==> config.mk <==
export PLATFORM = sky130hd
export DESIGN_NAME = uart_tx_arbiter_flat
export DESIGN_NICKNAME = d
export VERILOG_FILES = /design/src/rtl/uart_tx_arbiter_if.sv /design/src/rtl/uart_tx_arbiter.sv /design/src/flat_wrapper.sv
export SDC_FILE = /design/constraint.sdc
export NUM_CORES = 1
export LEC_CHECK = 0
export ABC_AREA = 1
export CORE_MARGIN = 4
export CORE_UTILIZATION = 42
export DETAILED_ROUTE_END_ITERATION = 12
export HOLD_SLACK_MARGIN = 0.08
export PLACE_DENSITY = 0.75
export SYNTH_ARGS = -nofsm -noshare
export SYNTH_HDL_FRONTEND = slang
export SYNTH_SLANG_ARGS = --single-unit
==> constraint.sdc <==
create_clock -name clk -period 1.8 [get_ports clk]
set_clock_uncertainty 0.2 [all_clocks]
set_input_delay 0.54 -clock clk [delete_from_list [all_inputs] [get_ports clk]]
set_output_delay 0.54 -clock clk [all_outputs]
set_load 0.01 [all_outputs]
==> src/rtl/uart_tx_arbiter_if.sv <==
`default_nettype none
// +--------------------------------------------------------------------+
// | uart_tx_arbiter_if : requester and uart_tx handshake bundle         |
// | Revision: 1.0                                                       |
// +--------------------------------------------------------------------+
interface uart_tx_arbiter_if #(
  parameter int NUM_REQ = 2,
  parameter int IDX_W   = $clog2(NUM_REQ)
);
  logic [NUM_REQ-1:0]   req_valid;
  logic [8*NUM_REQ-1:0] req_data;
  logic [NUM_REQ-1:0]   req_last;
  logic [NUM_REQ-1:0]   req_ready;
  logic                 tx_start;
  logic [7:0]           tx_data;
  logic                 tx_busy;
  logic [IDX_W-1:0]     owner;
  logic                 owner_valid;

  // master is the arbiter; slave is the requester/uart_tx side
  modport master (
    input  req_valid, req_data, req_last, tx_busy,
    output req_ready, tx_start, tx_data, owner, owner_valid
  );

  modport slave (
    output req_valid, req_data, req_last, tx_busy,
    input  req_ready, tx_start, tx_data, owner, owner_valid
  );
endinterface
`default_nettype wire

==> src/rtl/uart_tx_arbiter.sv <==
`default_nettype none
// +--------------------------------------------------------------------+
// | uart_tx_arbiter : round-robin, message-locked sharing of one uart_tx|
// | Revision: 1.0                                                       |
// +--------------------------------------------------------------------+
module uart_tx_arbiter #(
  parameter int NUM_REQ = 2,
  parameter int IDX_W   = $clog2(NUM_REQ)
) (
  input  logic              clk,
  input  logic              rst_n,
  uart_tx_arbiter_if.master bus
);

  typedef enum logic [2:0] {
    S_IDLE      = 3'd0,
    S_ARB       = 3'd1,
    S_LOAD      = 3'd2,
    S_START     = 3'd3,
    S_WAIT_BUSY = 3'd4,
    S_WAIT_DONE = 3'd5
  } state_e;

  state_e             state_q;
  logic [IDX_W-1:0]   rr_ptr_q;
  logic [IDX_W-1:0]   owner_q;
  logic               owner_valid_q;
  logic               tx_start_q;
  logic [7:0]         tx_data_q;
  logic               last_q;
  logic [1:0]         to_cnt_q;

  logic [IDX_W-1:0]   arb_idx_d;
  logic               arb_found_d;
  logic [IDX_W-1:0]   rr_next_d;
  logic               load_go_d;
  logic               byte_done_d;
  logic [NUM_REQ-1:0] req_ready_d;

  // Descending scan so the lowest offset from rr_ptr wins.
  always_comb begin : p_arb
    int j;
    j           = 0;
    arb_found_d = 1'b0;
    arb_idx_d   = '0;
    for (int k = NUM_REQ - 1; k >= 0; k--) begin
      j = int'(rr_ptr_q) + k;
      if (j >= NUM_REQ) j = j - NUM_REQ;
      if (bus.req_valid[IDX_W'(j)]) begin
        arb_found_d = 1'b1;
        arb_idx_d   = IDX_W'(j);
      end
    end
  end

  always_comb begin
    rr_next_d   = (owner_q == IDX_W'(NUM_REQ - 1)) ? '0 : owner_q + IDX_W'(1);
    load_go_d   = (state_q == S_LOAD) && !bus.tx_busy && bus.req_valid[owner_q];
    req_ready_d = '0;
    if (load_go_d) req_ready_d[owner_q] = 1'b1;
    // A byte is finished on tx_busy falling, or when uart_tx never acknowledged it.
    byte_done_d = !bus.tx_busy &&
                  (((state_q == S_WAIT_BUSY) && (to_cnt_q == 2'd3)) ||
                   (state_q == S_WAIT_DONE));
  end

  always_ff @(posedge clk or negedge rst_n) begin
    if (!rst_n) begin
      state_q       <= S_IDLE;
      rr_ptr_q      <= '0;
      owner_q       <= '0;
      owner_valid_q <= 1'b0;
      tx_start_q    <= 1'b0;
      tx_data_q     <= '0;
      last_q        <= 1'b0;
      to_cnt_q      <= '0;
    end else begin
      tx_start_q <= 1'b0;
      case (state_q)
        S_IDLE: begin
          if (|bus.req_valid) state_q <= S_ARB;
        end
        S_ARB: begin
          if (arb_found_d) begin
            owner_q       <= arb_idx_d;
            owner_valid_q <= 1'b1;
            state_q       <= S_LOAD;
          end else begin
            state_q <= S_IDLE;
          end
        end
        S_LOAD: begin
          if (!bus.tx_busy) begin
            if (bus.req_valid[owner_q]) begin
              tx_data_q  <= bus.req_data[{owner_q, 3'b000} +: 8];
              last_q     <= bus.req_last[owner_q];
              tx_start_q <= 1'b1;
              state_q    <= S_START;
            end else begin
              owner_valid_q <= 1'b0;
              rr_ptr_q      <= rr_next_d;
              state_q       <= S_IDLE;
            end
          end
        end
        S_START: begin
          to_cnt_q <= '0;
          state_q  <= S_WAIT_BUSY;
        end
        S_WAIT_BUSY: begin
          if (bus.tx_busy) state_q <= S_WAIT_DONE;
          else             to_cnt_q <= to_cnt_q + 2'd1;
        end
        S_WAIT_DONE: ;
        default: state_q <= S_IDLE;
      endcase

      if (byte_done_d) begin
        if (last_q) begin
          owner_valid_q <= 1'b0;
          rr_ptr_q      <= rr_next_d;
          state_q       <= S_IDLE;
        end else begin
          state_q <= S_LOAD;
        end
      end
    end
  end

  assign bus.req_ready   = req_ready_d;
  assign bus.tx_start    = tx_start_q;
  assign bus.tx_data     = tx_data_q;
  assign bus.owner       = owner_q;
  assign bus.owner_valid = owner_valid_q;

endmodule
`default_nettype wire

==> src/flat_wrapper.sv <==
// flat-port wrapper written by rule: the top's interface ports become plain ports
module uart_tx_arbiter_flat 
#(
  parameter int NUM_REQ = 2,
  parameter int IDX_W   = $clog2(NUM_REQ)
)
  (clk, rst_n, bus_req_valid, bus_req_data, bus_req_last, bus_tx_busy, bus_req_ready, bus_tx_start, bus_tx_data, bus_owner, bus_owner_valid);
  uart_tx_arbiter_if #(.NUM_REQ(NUM_REQ), .IDX_W(IDX_W)) bus_i ();
  input  logic clk;
  input  logic rst_n;
  input wire logic [$bits(bus_i.req_valid)-1:0] bus_req_valid;
  input wire logic [$bits(bus_i.req_data)-1:0] bus_req_data;
  input wire logic [$bits(bus_i.req_last)-1:0] bus_req_last;
  input wire logic [$bits(bus_i.tx_busy)-1:0] bus_tx_busy;
  output wire logic [$bits(bus_i.req_ready)-1:0] bus_req_ready;
  output wire logic [$bits(bus_i.tx_start)-1:0] bus_tx_start;
  output wire logic [$bits(bus_i.tx_data)-1:0] bus_tx_data;
  output wire logic [$bits(bus_i.owner)-1:0] bus_owner;
  output wire logic [$bits(bus_i.owner_valid)-1:0] bus_owner_valid;
  assign bus_i.req_valid = bus_req_valid;
  assign bus_i.req_data = bus_req_data;
  assign bus_i.req_last = bus_req_last;
  assign bus_i.tx_busy = bus_tx_busy;
  assign bus_req_ready = bus_i.req_ready;
  assign bus_tx_start = bus_i.tx_start;
  assign bus_tx_data = bus_i.tx_data;
  assign bus_owner = bus_i.owner;
  assign bus_owner_valid = bus_i.owner_valid;
  uart_tx_arbiter #(.NUM_REQ(NUM_REQ), .IDX_W(IDX_W)) u_core (.clk(clk), .rst_n(rst_n), .bus(bus_i));
endmodule
==> metrics.txt, run 1 <==
crit path capture type=output pin; maximum clock rate=475 MHz; Port-buffer cells=35; die outline height=57.8 µm; FF-to-FF End=u_core.state_q[2]$_DFFE_PN0P_; peak supply drop=between 0.001 and 0.0015 V; initial antenna violation count=0; Yosys top cell area share=43.2%; fin worst setup slack=-0.307 ns; area grow syn2layout=54.5%; Total GRT Usage=about a fifth; sequential share of the synthesized area=between 40% and 50%; fin crit share=117%; die width=roughly 58 µm; cell count of the worst reg-to-reg path=9; cell area after layout=0.00161 mm²; Setup CP Type=in2out; global-route wire length before repair=~4.9 mm; FF-to-FF setup slack=about 0.23 ns; synth top area cells=dfrtp_1, nand2_1, nand3_1; Post-Place Cells=between 200 and 250; Post-synth top cells=nand2_1, dfrtp_1, nand3_1; Arrival @ worst endpoint=approximately 1.4 ns; Layout Cells excl Fill=between 200 and 250; Setup Viol. Count Final=3; RR Startpoint=u_core.state_q[0]$_DFFE_PN0P_; crit path launch type=input pin; CTS Hold Bufs=0; number of global-route vias before repair=approximately 1.2k; maximum fanout along the worst path=3; Post-Syn Area=0.00104 mm²; CTS tree=done; antenna violation net count after detailed routing=0; Slew @ Worst Pin=0.243 ns; Yosys Warn Count=0; Row Count=17; Post-synth ARST share=100%; Post-DP HPWL=~2.2 mm; layout cells sized above 1=around 29%; synthesized flop and latch total=18; Die Area=around 0.0033 mm²; EDFF count, synth=0; drt total wl=approximately 2.9 mm; Worst Hold Class=reg2reg; Hold Path End=u_core.bus.tx_data[2]$_DFFE_PN0P_; detailed-route via count=1,115; Crit path required time=about 1.1 ns; RePlAce Congestion=between 0.8 and 0.9; initial core utilization=45.8%; core area=approximately 0.0023 mm²; RSZ-0062 raised after global routing=true; max-slew violations=0; Max-slew headroom=a little over four fifths; Hold Crit Start=u_core.bus.tx_data[2]$_DFFE_PN0P_; status=complete, but fails checks; post-layout util=between 70% and 80%; ant diodes=0; fin nets=221; min cycle time layout=2.11 ns; average size of a mapped cell=between 7 and 8 µm²; pwr/cell area=approximately 1200 mW/mm²; Synth Instances=approximately 140; largest net degree at the start of global routing=19; leading area contributor after synthesis=dfrtp_1; clk_lat worst skew=0.31 ns; Place WS=-1.14 ns; H-tree Lvls=1; number of CTS-inserted buffers=3; DR WL/cell=12.8 µm; DR pass1 iterations=4; I/O pin count=36; clk root buf=clkbuf_4; CTS clock-pin slew for the worst setup and hold paths=0.10 ns; failing checks=negative setup slack; leakage=between 0.8 and 0.9 nW; GR Overflow Total=0; Primary FF master, synth=dfrtp_1; Post-Syn Nets=165; clk buf depth=2; # DRC=0; Final Hold Viols=0; Maximum Capacitance Violations=0; Power, Total=between 1.5 and 2 mW; unique cell type count in the Yosys netlist=17; clock sinks=18; number of vias per cell=roughly 5; top-count cell post-synth=nand2_1; worst hold path depth=2; Starting DRT DRC Count=17; Placement Cell Area=~0.0015 mm²
[sequential cells by signal, summed over array words and instances (netlist names)]
name and flops:
u_core.state_q 3, u_core.last_q 1, u_core.rr_ptr_q 1, u_core.bus.tx_start 1
u_core.bus.tx_data 8, u_core.to_cnt_q 2, u_core.bus.owner 1, u_core.bus.owner_valid 1
[per-layer routing]
metal	up-vias	share of wire (%)	GRT usage [%]	routed length, µm
met4	0	4.5	12.3	128
li1	547	-	-	-
met1	525	40	20.6	1140
met3	13	5.1	4.01	146
met5	-	0	0	0
met2	30	51	34.2	1460
[layout make-up]
class / instances / area [µm²]
sequential: 18 / 450
inverter: 13 / 63.8
clock buffer: 4 / 36.3
fill: 208 / 666
tap: 28 / 35.0
timing repair buffer: 54 / 487
multi-input combinational: 107 / 538
[where the power goes]
group          switching, mW  internal, mW
Sequential            0.0768         0.554
Clock                  0.137         0.124
Combinational          0.590         0.485
[metrics by stage]
step,TNS [ns],hold slack [ns]
floorplan,-0.0198,0.0444
global placement,-6.77,0.255
detailed placement,-7.72,0.263
CTS,-0.746,0.283
global route,-1.06,0.319
finish,-0.811,0.277
[cell families (layout without fill, tap and decap cells)]
logic type,count (synthesis),in the layout,share of synthesized area (%)
buffers and inverters,16,71,7.32
flip-flops,18,18,43.2
AND/OR/NAND/NOR,102,102,46.0
adder cells (fa/ha/maj),1,1,1.20
AO/OA/AOI/OAI,4,4,2.28
[critical path, cell delays in order]
cell and delay, ns:
clkdlybuf4s15_2 0.21, inv_4 0.04, nand2_2 0.06, nand2_2 0.06, inv_2 0.07, nand2_4 0.07, nor2_8 0.10, inv_6 0.05
nor2_4 0.07, buf_6 0.10
[timing repair]
action,4_1_cts,5_1_grt
hold endpoints to repair,0,0
resized for setup,35,0
endpoints found under the setup margin,22,3
cloned,0,0
pin swaps,6,2
buffers inserted,4,1
[cells in the final DEF (no fill, tap or decap)]
master / Yosys / routed
nor2_8: 1 / 1
buf_4: 0 / 18
buf_6: 0 / 3
o21ai_2: 1 / 1
buf_8: 0 / 1
dlygate4sd2_1: 0 / 11
ha_1: 1 / 1
clkbuf_8: 0 / 1
inv_6: 0 / 1
nand4_1: 3 / 3
dfrtp_1: 18 / 18
clkdlybuf4s15_2: 0 / 1
nand2_1: 63 / 60
nor2_1: 8 / 6
nand3_2: 3 / 3
nor2_4: 1 / 3
nand3_1: 13 / 13
inv_4: 0 / 1
o21ai_0: 3 / 3
nand2_2: 9 / 12
nand2_4: 1 / 1
inv_2: 6 / 5
inv_8: 0 / 1
clkbuf_4: 0 / 3
buf_2: 0 / 1
clkdlybuf4s50_1: 0 / 19
inv_1: 7 / 5
[how the worst max path moves through the flow]
stage                                 start               end  cells past startpoint
5_1_grt        u_core.bus.owner$_DFFE_PN0P_  bus_req_ready[1]                      9
2_1_floorplan              bus_req_valid[1]  bus_req_ready[1]                      8
3_5_place_dp               bus_req_valid[1]  bus_req_ready[1]                     10
6_report                   bus_req_valid[0]  bus_req_ready[1]                     10
4_1_cts        u_core.bus.owner$_DFFE_PN0P_  bus_req_ready[1]                      9
3_3_place_gp               bus_req_valid[1]  bus_req_ready[1]                     10
Note: power is estimated with default switching activity, not from simulation.
==> run 2: changes to the inputs <==
- CTS_BUF_LIST: default -> sky130_fd_sc_hd__clkbuf_8
==> metrics.txt, run 2 (synthesized netlist as in run 1, its figures left out) <==
status=complete, but fails checks; failing checks=negative setup slack; fin worst setup slack=-0.252 ns (+0.0543 ns); clk root buf=clkbuf_8; crit path launch type=flop; ant diodes=0 (unchanged); peak supply drop=0.000926 V (-9.6%); pwr/cell area=1250 mW/mm² (+2.5%); clk buf depth=2 (unchanged); Port-buffer cells=35 (unchanged); commonest cells after routing, fill and taps aside=nand2_1, clkdlybuf4s50_1, buf_4; Starting DRT DRC Count=28 (+11); setup TNS=-0.631 ns (+0.180 ns); max-slew violations=0 (unchanged); end of the critical path=bus_req_ready[0]; Slew @ Worst Pin=0.240 ns (-0.00292 ns); clock network power share=16.5% (+3.2 points); fin nets=222 (+0.45%); most common cell after layout, fill and taps aside=nand2_1; # DRC=0 (unchanged); Crit. Startpoint=u_core.state_q[2]$_DFFE_PN0P_; die width=57.8 µm (unchanged); fin crit share=114% (-3.0 points); Total GRT Usage=19.0% (-0.32 points); Int Pwr=1.24 mW (+6.9%); layout cells sized above 1=29.4% (+0.36 points); Maximum Capacitance Violations=0 (unchanged); area grow syn2layout=57.0%; Reg power frac=30.9% (-1.2 points); Row Count=17 (unchanged); Post-DP HPWL=2.18 mm (unchanged); antenna violation net count after detailed routing=0 (unchanged); cell count of the worst reg-to-reg path=9 (unchanged); max incr delay on CP=0.39 ns (+0.18 ns); global-route wire length before repair=4.89 mm (-0.41%); drt total wl=2.87 mm (about the same); H-tree Lvls=1 (unchanged); initial antenna violation count=0 (unchanged); RePlAce Congestion=0.837 (unchanged); I/O pin count=36 (unchanged); Worst Hold Class=reg2reg; post-layout util=71.9% (+1.2 points); core area=0.00228 mm² (unchanged); crit path capture type=output pin; RSZ-0062 raised after global routing=true; Slowest-stage cell, CP=dfrtp_1; DR WL/cell=12.8 µm (-0.48%); FF-to-FF End=u_core.state_q[2]$_DFFE_PN0P_; Setup CP Type=reg2out; max FFs per register=8 (unchanged); GR Overflow Total=0 (unchanged); number of vias per cell=5.00 (+0.54%); DR pass1 iterations=4 (unchanged); number of CTS-inserted buffers=3 (unchanged); Final Hold Viols=0 (unchanged); leakage=0.909 nW (+1.6%); die outline height=57.8 µm (unchanged); clk_lat worst skew=0.26 ns (-0.05 ns); Max-slew headroom=84.0% (+0.19 points); maximum clock rate=487 MHz (+2.6%); RR Startpoint=u_core.state_q[0]$_DFFE_PN0P_; fill count=198 (-4.8%); Crit path required time=1.06 ns (about the same); Arrival @ worst endpoint=1.31 ns (-0.06 ns); clock sinks=18 (unchanged); CTS tree=done; detailed-route via count=1,126 (+0.99%); switching share of power=39.3% (-1.6 points); FF-to-FF setup slack=0.24 ns (about the same); number of global-route vias before repair=1,170 (+1.3%); Most Frequent Cell on Critical Path=inv_2; min cycle time layout=2.05 ns (-0.0543 ns); logic gate share of total power=52.6% (-2.1 points); sw power=0.805 mW (+0.14%); Die Area=0.00334 mm² (unchanged); Setup Viol. Count Final=3 (unchanged); critical-path cell list=inv_2 > nand3_2 > inv_2 > nand2_4 > nor2_8 > inv_6 > nor2_4 > buf_6; Power, Total=2.05 mW (+4.1%); initial core utilization=45.8% (unchanged); Hold Crit Start=u_core.bus.tx_data[6]$_DFFE_PN0P_; largest net degree at the start of global routing=19 (unchanged); maximum fanout along the worst path=3 (unchanged); CTS clock-pin slew for the worst setup and hold paths=0.07 ns (-0.03 ns)
[run 2: how the worst min path moves through the flow]
stage	end	slack (ns)	cells past startpoint
after floorplan	u_core.bus.owner$_DFFE_PN0P_	0.04	0
after global placement	u_core.bus.tx_data[6]$_DFFE_PN0P_	0.25	2
after detailed placement	u_core.bus.tx_data[2]$_DFFE_PN0P_	0.26	2
after CTS	u_core.bus.tx_data[2]$_DFFE_PN0P_	0.27	2
after global routing	u_core.bus.tx_data[6]$_DFFE_PN0P_	0.31	2
final	u_core.bus.tx_data[6]$_DFFE_PN0P_	0.27	2
[run 2: timing repair]
| item | 4_1_cts | 5_1_grt |
|---|---|---|
| gates resized for setup | 38 | 0 |
| pin swaps | 5 | 2 |
| hold buffers | 0 | 0 |
| buffers inserted | 4 | 2 |
| setup endpoints to repair | 25 | 3 |
[run 2: power groups by stage]
stage	combinational, mW	sequential, mW	clock, mW
4_1_cts	1.07	0.634	0.343
2_1_floorplan	0.499	0.710	0
3_3_place_gp	1.00	0.640	0
3_5_place_dp	1.04	0.644	0
6_report	1.08	0.634	0.337
5_1_grt	1.20	0.651	0.364
[run 2: area by class of cell]
type / count / area, µm² / share of cell area (%)
Sequential cell: 18 / 450 / 27.5
Clock buffer: 4 / 55.1 / 3.36
Timing Repair Buffer: 55 / 494 / 30.2
Multi-Input combinational cell: 107 / 538 / 32.9
Tap cell: 28 / 35.0 / 2.14
Inverter: 13 / 63.8 / 3.90
[run 2: worst max-delay path, delay by kind of cell, from the launching register on]
kind | cells | cell delay [ns]
simple gates | 4 | 0.34
buf+inv | 4 | 0.31
flops | 1 | 0.39
[run 2: per-layer routing]
layer / track usage (%) / vias to the layer above / share of wire [%]
met5: 0 / - / 0
met4: 10.9 / 0 / 2.6
met3: 4.45 / 9 / 5.6
met2: 33.4 / 32 / 52
met1: 20.6 / 537 / 40
li1: - / 548 / -
[run 2: stage by stage]
stage	std cells	worst slack [ns]	area (µm²)	hold WS, ns
after floorplan	141	-0.0198	1080	0.0444
after global placement	215	-1.09	1540	0.255
after detailed placement	215	-1.14	1540	0.263
after CTS	223	-0.274	1620	0.274
after global routing	225	-0.322	1640	0.308
final	225	-0.252	1640	0.274
